`config.mk`:
```
export PLATFORM = sky130hd
export DESIGN_NAME = seq_sreg_sipo_deser
export DESIGN_NICKNAME = d
export VERILOG_FILES = /design/src/rtl/seq_sreg_pkg.sv /design/src/rtl/seq_sreg_bitcnt.sv /design/src/rtl/seq_sreg_sipo_deser.sv
export SDC_FILE = /design/constraint.sdc
export NUM_CORES = 1
export LEC_CHECK = 0
export CORE_MARGIN = 2
export CORE_UTILIZATION = 45
export DETAILED_ROUTE_END_ITERATION = 6
export PLACE_DENSITY = 0.74
export SKIP_CTS_REPAIR_TIMING = 1
export SLEW_MARGIN = 20
export SYNTH_ARGS = -nofsm -noshare
export SYNTH_HDL_FRONTEND = slang
export SYNTH_SLANG_ARGS = --single-unit
```
`constraint.sdc`:
```
create_clock -name clk -period 1.3 [get_ports clk]
set_input_delay 0.26 -clock clk [delete_from_list [all_inputs] [get_ports clk]]
set_output_delay 0.26 -clock clk [all_outputs]
set_load 0.02 [all_outputs]
```
`src/rtl/seq_sreg_pkg.sv`:
```
// seq_sreg_pkg -- shared types and helpers for the seq_sreg_sipo_deser slice.
//   state_t   : deserialiser FSM states (FILL gathers bits, FULL presents a word)
//   cnt_width : width of a counter that must hold the values 0..frame
package seq_sreg_pkg;

  typedef enum logic {
    FILL = 1'b0,
    FULL = 1'b1
  } state_t;

  // Bits needed to count 0..frame inclusive.
  function automatic int cnt_width(input int frame);
    return $clog2(frame + 1);
  endfunction

endpackage

```
`src/rtl/seq_sreg_bitcnt.sv`:
```
// seq_sreg_bitcnt -- frame bit counter for the SIPO deserialiser.
// Counts accepted bits 0..FRAME-1. Controls in priority order:
//   clr   : return to 0 (last bit of a frame accepted)
//   load1 : jump to 1 (handoff cycle, the accepted bit is bit 0 of a new frame)
//   inc   : advance by one
// last flags that the next accepted bit closes the frame.
module seq_sreg_bitcnt
  import seq_sreg_pkg::*;
#(
  parameter  int FRAME = 8,
  localparam int CW    = cnt_width(FRAME)
) (
  input  logic clk,
  input  logic reset,
  input  logic inc,
  input  logic clr,
  input  logic load1,
  output logic last
);

  logic [CW-1:0] cnt;

  // Counter register; clear wins over load-1, which wins over increment.
  // NOTE: every flop in this slice resets asynchronously and is assigned with <=
  // so all registers update together from values sampled before the edge.
  always_ff @(posedge clk or posedge reset) begin
    if (reset) begin
      cnt <= '0;
    end else if (clr) begin
      cnt <= '0;
    end else if (load1) begin
      cnt <= CW'(1);
    end else if (inc) begin
      cnt <= cnt + CW'(1);
    end
  end

  assign last = (cnt == CW'(FRAME - 1));

endmodule

```
`src/rtl/seq_sreg_sipo_deser.sv`:
```
// seq_sreg_sipo_deser -- parametrised serial-in/parallel-out deserialiser.
// Gathers NBITS serial bits under an in_val/in_rdy handshake (MSB- or
// LSB-first) and presents the word on an out_val/out_rdy port with
// backpressure and zero-bubble back-to-back framing.
//
// Optional feature macro: SEQ_SREG_SIPO_PARITY_EN
//   defined   : each frame is NBITS data bits plus one even-parity bit; the
//               parity bit is not stored in pout and out_perr reports
//               XOR(data bits, parity bit), registered on the parity-bit edge.
//   undefined : frame is NBITS bits and the out_perr port does not exist.
module seq_sreg_sipo_deser
  import seq_sreg_pkg::*;
#(
  parameter int NBITS     = 8,
  parameter bit MSB_FIRST = 1'b1
) (
  input  logic             clk,
  input  logic             reset,
  input  logic             in_val,
  output logic             in_rdy,
  input  logic             sin,
  output logic             out_val,
  input  logic             out_rdy,
  output logic [NBITS-1:0] pout
`ifdef SEQ_SREG_SIPO_PARITY_EN
  ,
  output logic             out_perr
`endif
);

`ifdef SEQ_SREG_SIPO_PARITY_EN
  localparam int PAR_BITS = 1;
`else
  localparam int PAR_BITS = 0;
`endif
  localparam int FRAME = NBITS + PAR_BITS;

  // A one-bit word would make the shift slices below degenerate.
  if (NBITS < 2) begin : g_bad_nbits
    $error("seq_sreg_sipo_deser: NBITS must be >= 2");
  end

  state_t           state;
  state_t           state_nxt;
  logic [NBITS-1:0] sreg;
  logic             accept;
  logic             shift_en;
  logic             cnt_inc;
  logic             cnt_clr;
  logic             cnt_load1;
  logic             last;
  logic             parity_bit;

  seq_sreg_bitcnt #(
    .FRAME (FRAME)
  ) u_bitcnt (
    .clk   (clk),
    .reset (reset),
    .inc   (cnt_inc),
    .clr   (cnt_clr),
    .load1 (cnt_load1),
    .last  (last)
  );

  // With parity enabled the closing bit of a frame (seen in FILL) is the
  // parity bit and must not enter the shift register.
`ifdef SEQ_SREG_SIPO_PARITY_EN
  assign parity_bit = (state == FILL) && last;
`else
  assign parity_bit = 1'b0;
`endif

  // FSM state register.
  always_ff @(posedge clk or posedge reset) begin
    if (reset) begin
      state <= FILL;
    end else begin
      state <= state_nxt;
    end
  end

  // Next-state, handshake outputs and counter controls.
  // NOTE: every output of this block gets a default first so no path leaves
  // a variable unassigned and no latch is inferred.
  always_comb begin
    state_nxt = state;
    in_rdy    = 1'b1;
    out_val   = 1'b0;
    accept    = 1'b0;
    cnt_inc   = 1'b0;
    cnt_clr   = 1'b0;
    cnt_load1 = 1'b0;
    unique case (state)
      FILL: begin
        in_rdy = 1'b1;
        accept = in_val;
        if (accept) begin
          if (last) begin
            cnt_clr   = 1'b1;
            state_nxt = FULL;
          end else begin
            cnt_inc = 1'b1;
          end
        end
      end
      FULL: begin
        // The consumer's ready passes straight through: a bit may only be
        // taken in the same cycle the held word is handed off.
        in_rdy  = out_rdy;
        out_val = 1'b1;
        accept  = in_val && out_rdy;
        if (out_rdy) begin
          state_nxt = FILL;
          if (accept) begin
            cnt_load1 = 1'b1;
          end
        end
      end
      default: begin
        state_nxt = FILL;
      end
    endcase
  end

  assign shift_en = accept && !parity_bit;

  // Shift register: each accepted data bit enters at the configured end.
  always_ff @(posedge clk or posedge reset) begin
    if (reset) begin
      sreg <= '0;
    end else if (shift_en) begin
      if (MSB_FIRST) begin
        sreg <= {sreg[NBITS-2:0], sin};
      end else begin
        sreg <= {sin, sreg[NBITS-1:1]};
      end
    end
  end

  assign pout = sreg;

`ifdef SEQ_SREG_SIPO_PARITY_EN
  logic par_acc;

  // Parity accumulator over the data bits; on the parity bit the error flag
  // captures the full XOR and the accumulator restarts for the next frame.
  always_ff @(posedge clk or posedge reset) begin
    if (reset) begin
      par_acc  <= 1'b0;
      out_perr <= 1'b0;
    end else if (accept) begin
      if (parity_bit) begin
        out_perr <= par_acc ^ sin;
        par_acc  <= 1'b0;
      end else begin
        par_acc <= par_acc ^ sin;
      end
    end
  end
`endif

endmodule

```
Yosys cells after proc, flatten, opt, wreduce, memory -nomap -nowiden. Cells that the tools add are included.

Flip-flop bits (word level): 13. Input port bits: 5. Output and inout port bits: 10.

Add/sub/neg operators: 1. Equality and inequality tests: 1. Mux-type cells: 17. Bitwise logic cells: 1. Reductions and logical operators: 2.

Operators with widths (number): $mux W4 (3); $mux W1 (11); $pmux W1 S2 (3); $add A4 B1 Y4 const B (1); $eq A4 B3 Y1 const B (1); $reduce_bool A3 Y1 (1); $logic_and A1 B1 Y1 (1); $not A1 Y1 (1).

Longest topological paths before layout. Gate-level depths: netlist of run 1.

Word-level depth: 7. Gate-level depth with buffers: 4.

By module. Synthesis of run 1 repeated with hierarchy kept, for this count alone.

Cells, all modules: 45. Area total of the unflattened synthesis: 615.6 um2.

By module, submodules not included: seq_sreg_sipo_deser (instances 1, cells an instance 25, area each 404.1 um2, seq. area each 225.2 um2); seq_sreg_bitcnt (instances 1, cells an instance 20, area each 211.5 um2, seq. area each 100.1 um2).

Worst setup path before layout of run 1. OpenSTA, ideal clock, no wires.

Kind: flip-flop to flip-flop. Start point: register state. End point: register sreg[0] (netlist: pout[0]). Library setup time: 0.125 ns. Data arrival time: 1.222 ns. Slack: -0.047 ns. Stages on the path, launching flop included: 5. Path buffers: 1. Period minus slack after synthesis: 1.347 ns. Cells stage by stage: dfrtp_1 -> nand2b_2 -> nand2_2 -> buf_6 -> mux2_4.

Cells in the longest elaborated chain, start to end: 2.

Ends and longest elaborated chain: start: declaration (RTL line seq_sreg_sipo_deser.sv:43) `state_t state;`; start signal: assignment (RTL line seq_sreg_sipo_deser.sv:78) `state <= state_nxt;`; $not A1 Y1; $pmux W1 S2 (*) (RTL line seq_sreg_sipo_deser.sv:93) `unique case (state)`; end signal: assignment (RTL line seq_sreg_sipo_deser.sv:133) `sreg <= {sreg[NBITS-2:0], sin};`; end signal: assignment (RTL line seq_sreg_sipo_deser.sv:135) `sreg <= {sin, sreg[NBITS-1:1]};`; end: declaration (RTL line seq_sreg_sipo_deser.sv:45) `logic [NBITS-1:0] sreg;`.

Every way passes the cells marked *; elsewhere a longest branch is shown, timed or not. A chain may end at the register's enable or synchronous reset.

Worst setup path after layout of run 1.
Start point: input out_rdy. End point: output in_rdy.

Cells in the longest elaborated chain, start to end: 1.

Ends and longest elaborated chain: start: declaration (RTL line seq_sreg_sipo_deser.sv:23) `input logic out_rdy,`; $pmux W1 S2 (RTL line seq_sreg_sipo_deser.sv:93); end: declaration (RTL line seq_sreg_sipo_deser.sv:20) `output logic in_rdy,`.

No other way between the ends.

==> out/qor.txt, run 1 <==
Clk_lat worst skew: 270 ps
Cell Area, Placed: 787.0 µm²
Tmin final: 1322 ps
Die W: 40.53 µm
Crit path DAT: 1060 ps
Maximum VDD drop: 0.8976 mV
First-pass GRT wire length: 1.669 mm
Max-slew violation count: 0
Detail Route Antenna Nets: 0
Critical path class: input pin to output port
CP endpoint kind: output port
Fin area: 828.3 µm²
Storage element area: 326.6 µm²
Die area: 1643 µm²
Hold WS: 160.4 ps
Failing checks: setup timing
Utilization after layout: 0.6529
Sink Count: 13
Commonest non-fill, non-tap cells in the layout: dfrtp_1 (12), dlymetal6s2s_1 (8), mux2_4 (7)
WL per Instance: 13.56 µm
Fmax: 756.6 MHz
Drt pass-1 iters: 4
IO Pins: 15
Initial DRC count: 3
Fin nets: 72
Worst setup SP type: input pin
Core region area: 1269 µm²
Crit path max fanout: 4
Drt drc: 0
CTS tree: built
Initial antenna violation count: 0
Netlist Area Pre-Place: 600.6 µm²
Filler Cell Count: 98
Period utilization: 1.017
Die Ht: 40.53 µm
Yosys warns: 0
Ant diodes: 0
Cell Pwr Density: 2037 nW/µm²
Tightest Pin Transition: 232.0 ps
Worst path required time: 1040 ps
PortBufs: 14
Vias in the first global route: 357
Root Driver: clkbuf_4
Number of buffers created by CTS: 3
Starting density of the core: 0.4734
Status: finished, violations left
Worst-path clk slew: 70 ps
Setup_tns: -21.70 ps
DP HPWL: 843.8 µm
Dpl ws: -425.4 ps
Multi-input logic area: 261.5 µm²
Via count: 401
Layout area overhead: 37.92%
Site row count: 13
Synth Register Bits: 13
CTS H-tree lvls: 1
Final Skew: 1.905 ps
RSZ-0062 raised after global routing: yes
Synth unique cells: 19
Final GP Congestion: 0.7845
Via-per-instance ratio: 5.013
Grt ovf: 0
Gr usage total: 0.1661
Routed wire length: 1.085 mm
Share of cells above drive strength 1: 0.3538
Synth Instances: 43
Final setup violation count: 1
Syn Nets: 49
Syn_area_per_cell: 13.97 µm²
Sequential-to-total area share from yosys stat: 0.5417
Most common cell after layout, fill and taps aside: dfrtp_1
Worst hold path type: input pin to async pin
Leak Pwr: 0.4494 nW
Worst relative slew slack: 0.8451
Fin. Hold Viols: 0
Max Buffers Root-to-Sink: 2
Max Cap Viol: 0
Pin count of the biggest net entering global routing: 11
Setup ws final: -21.70 ps
## path summary, 6_finish.rpt
check | cells past startpoint | endpoint | slack [ps] | from
max in group asynchronous | 3 | pout[6] | 790 | reset
worst max register to register | 4 | u_bitcnt.cnt[2] | 120 | state
worst min register to register | 1 | pout[7] | 510 | pout[7]
worst max-delay path | 3 | in_rdy | -20 | out_rdy
worst min-delay path | 2 | u_bitcnt.cnt[1] | 160 | reset
min in group clk | 1 | pout[7] | 510 | pout[7]
## synth_stat cells (all sizes together)
cell type,number,area (µm²)
dfrtp,13,325.3
mux2,8,116.4
nand2,4,17.52
a21oi,2,10.01
inv,2,7.510
mux2i,2,20.02
o21ai,2,10.01
a22o,1,8.760
a32o,1,10.01
and2b,1,8.760
buf,1,11.26
ha,1,12.51
nand2b,1,8.760
nand3,1,5.000
nand3b,1,7.510
nor3b,1,12.51
o2bb2ai,1,8.760
## sequential cells by signal (all words and copies together), names as in the netlist
signal and count:
u_bitcnt.cnt 4, state 1, pout 8
## power by group
| group | total (mW) | internal (mW) | switching (mW) |
|---|---|---|---|
| Clock | 0.241 | 0.119 | 0.122 |
| Sequential | 0.696 | 0.567 | 0.129 |
| Combinational | 0.750 | 0.425 | 0.325 |
| Total | 1.69 | 1.11 | 0.577 |
## logic make-up after synthesis
group	synth area share
AO/OA/AOI/OAI	0.07917
flip-flops	0.5417
adder cells (fa/ha/maj)	0.02083
AND/OR/NAND/NOR	0.1000
multiplexers	0.2271
buffers and inverters	0.03125
## worst max-delay path, cell delays in order
cell and delay [ps]:
clkdlybuf4s50_1 440, nand2b_2 170, clkbuf_2 190
## cell type report
class | instances | area share
clock buffers | 4 | 0.03172
inverters | 2 | 0.009063
multi-input cells | 27 | 0.3157
flip-flops and latches | 13 | 0.3943
well taps | 15 | 0.02266
repair buffers | 19 | 0.2266
## per-stage QoR
stage,cells,total power [mW]
global placement,76,1.460
floorplan,43,1.158
detailed placement,76,1.490
finish,80,1.687
global route,80,1.807
CTS,80,1.731
## routing by layer
metal  global-route usage  vias to the layer above  part of all wire
li1                     -                      196                 -
met4              0.07500                        0            0.0046
met5                    0                        -                 0
met3              0.05000                        2             0.036
met1               0.2351                      195              0.46
met2               0.2302                        8              0.50
(Power assumes the default switching activity.)
==> inputs of run 2 (changes only) <==
clock period = 1.4 ns   (was 1.3 ns; I/O delays follow)
==> out/qor.txt, run 2 (synthesis gave the netlist of run 1 again) <==
Critical path class: input pin to output port (unchanged)
Die area: 1643 µm² (unchanged)
RR Startpoint: state (unchanged)
Tightest Pin Transition: 491.2 ps (was 232.0 ps)
Dpl ws: -334.8 ps (was -425.4 ps)
Crit path DAT: 1090 ps (was 1060 ps)
Cell Area, Placed: 810.8 µm² (was 787.0 µm²)
Slowest CP cell: clkdlybuf4s50_1 (unchanged)
Sink Count: 13 (unchanged)
Max-slew violation count: 0 (unchanged)
Fin. Hold Viols: 0 (unchanged)
Hold WS: 329.7 ps (was 160.4 ps)
Worst reg2reg endpoint: pout[6] (was u_bitcnt.cnt[2])
Number of buffers created by CTS: 3 (unchanged)
Site row count: 13 (unchanged)
First-pass GRT wire length: 1.766 mm (was 1.669 mm)
Share of cells above drive strength 1: 0.3077 (was 0.3538)
Drt pass-1 iters: 1 (was 4)
Worst relative slew slack: 0.6722 (was 0.8451)
Initial DRC count: 0 (was 3)
WL per Instance: 13.23 µm (was 13.56 µm)
Die Ht: 40.53 µm (unchanged)
Core region area: 1269 µm² (unchanged)
Detail Route Antenna Nets: 0 (unchanged)
CTS tree: built (unchanged)
Starting density of the core: 0.4734 (unchanged)
DP HPWL: 825.4 µm (was 843.8 µm)
Routed wire length: 1.058 mm (was 1.085 mm)
Worst setup SP type: input pin (unchanged)
Period utilization: 0.9802
Crit path max fanout: 2 (was 4)
Fmax: 728.7 MHz
Die W: 40.53 µm (unchanged)
Via count: 405 (was 401)
Worst path max stage delay: 460 ps (was 440 ps)
Initial antenna violation count: 0 (unchanged)
Cell Pwr Density: 1795 nW/µm² (was 2037 nW/µm²)
Total Power: 1.566 mW (was 1.687 mW)
Post-Layout Cell Count: 80 (unchanged)
Worst path required time: 1120 ps (was 1040 ps)
Worst reg2reg path depth: 5 (was 4)
Max Buffers Root-to-Sink: 2 (unchanged)
Layout area overhead: 45.21% (was 37.92%)
CTS H-tree lvls: 1 (unchanged)
Pin count of the biggest net entering global routing: 14 (was 11)
Fin area: 872.1 µm² (was 828.3 µm²)
PortBufs: 14 (unchanged)
Placed Cells: 76 (unchanged)
Number of flip-flops in the largest register: 8 (unchanged)
Worst hold path type: input pin to async pin (unchanged)
Clk_lat worst skew: 260 ps (was 270 ps)
Fin nets: 72 (unchanged)
Vias in the first global route: 417 (was 357)
Max Cap Viol: 0 (unchanged)
Grt ovf: 0 (unchanged)
Reg2Reg Setup Slack: 140 ps (was 120 ps)
Maximum VDD drop: 0.9419 mV (was 0.8976 mV)
Commonest non-fill, non-tap cells in the layout: dfrtp_1 (13), dlymetal6s2s_1 (10), mux2_4 (7) (was dfrtp_1 (12), dlymetal6s2s_1 (8), mux2_4 (7))
Drt drc: 0 (unchanged)
IO Pins: 15 (unchanged)
Final setup violation count: 0 (was 1)
CP Cell Sequence: clkdlybuf4s50_1 -> nand2b_4 -> dlymetal6s2s_1 (was clkdlybuf4s50_1 -> nand2b_2 -> clkbuf_2)
Final GP Congestion: 0.7441 (was 0.7845)
Ant diodes: 0 (unchanged)
Tmin final: 1372 ps
Root Driver: clkbuf_4 (unchanged)
CP endpoint kind: output port (unchanged)
Setup ws final: 27.67 ps (was -21.70 ps)
Via-per-instance ratio: 5.063 (was 5.013)
Worst-path clk slew: 80 ps (was 70 ps)
Gr usage total: 0.1711 (was 0.1661)
Most common cell after layout, fill and taps aside: dfrtp_1 (unchanged)
Status: complete, no violations (was finished, violations left)
Leak Pwr: 0.4820 nW (was 0.4494 nW)
Final Skew: 3.267 ps (was 1.905 ps)
[run 2: cell type report]
cell class / count / area [µm²]
repair buffers: 19 / 227.7
multi-input cells: 27 / 266.5
clock buffers: 4 / 26.28
fillers: 92 / 396.6
flip-flops and latches: 13 / 325.3
inverters: 2 / 7.507
well taps: 15 / 18.77
[run 2: how the worst max path moves through the flow]
stage	startpoint	cells after the start	end
floorplan	state	4	pout[0]
detailed placement	out_rdy	3	in_rdy
global placement	out_rdy	3	in_rdy
CTS	out_rdy	3	in_rdy
finish	out_rdy	3	in_rdy
global route	out_rdy	3	in_rdy
[run 2: routing by layer]
layer | GRT usage | up-vias | wire (µm)
li1 | - | 200 | -
met1 | 0.2261 | 194 | 491
met2 | 0.2460 | 11 | 510
met3 | 0.05000 | 0 | 56
met4 | 0.1000 | 0 | 0
met5 | 0 | - | 0
[run 2: power breakdown]
group	switching (mW)	internal (mW)
Clock	0.112	0.110
Combinational	0.293	0.402
Sequential	0.124	0.526
[run 2: through the flow]
step / TNS, ps / util
2_1_floorplan: 0 / -
5_1_grt: -0.6467 / 0.6874
3_5_place_dp: -2905 / 0.6391
4_1_cts: -1682 / 0.6598
6_report: 0 / 0.6874
3_3_place_gp: -2818 / 0.6391
[run 2: worst max-delay path, delay by kind of cell]
family	cells	cell delay, ps
buffers and inverters	2	680
AND/OR/NAND/NOR	1	130
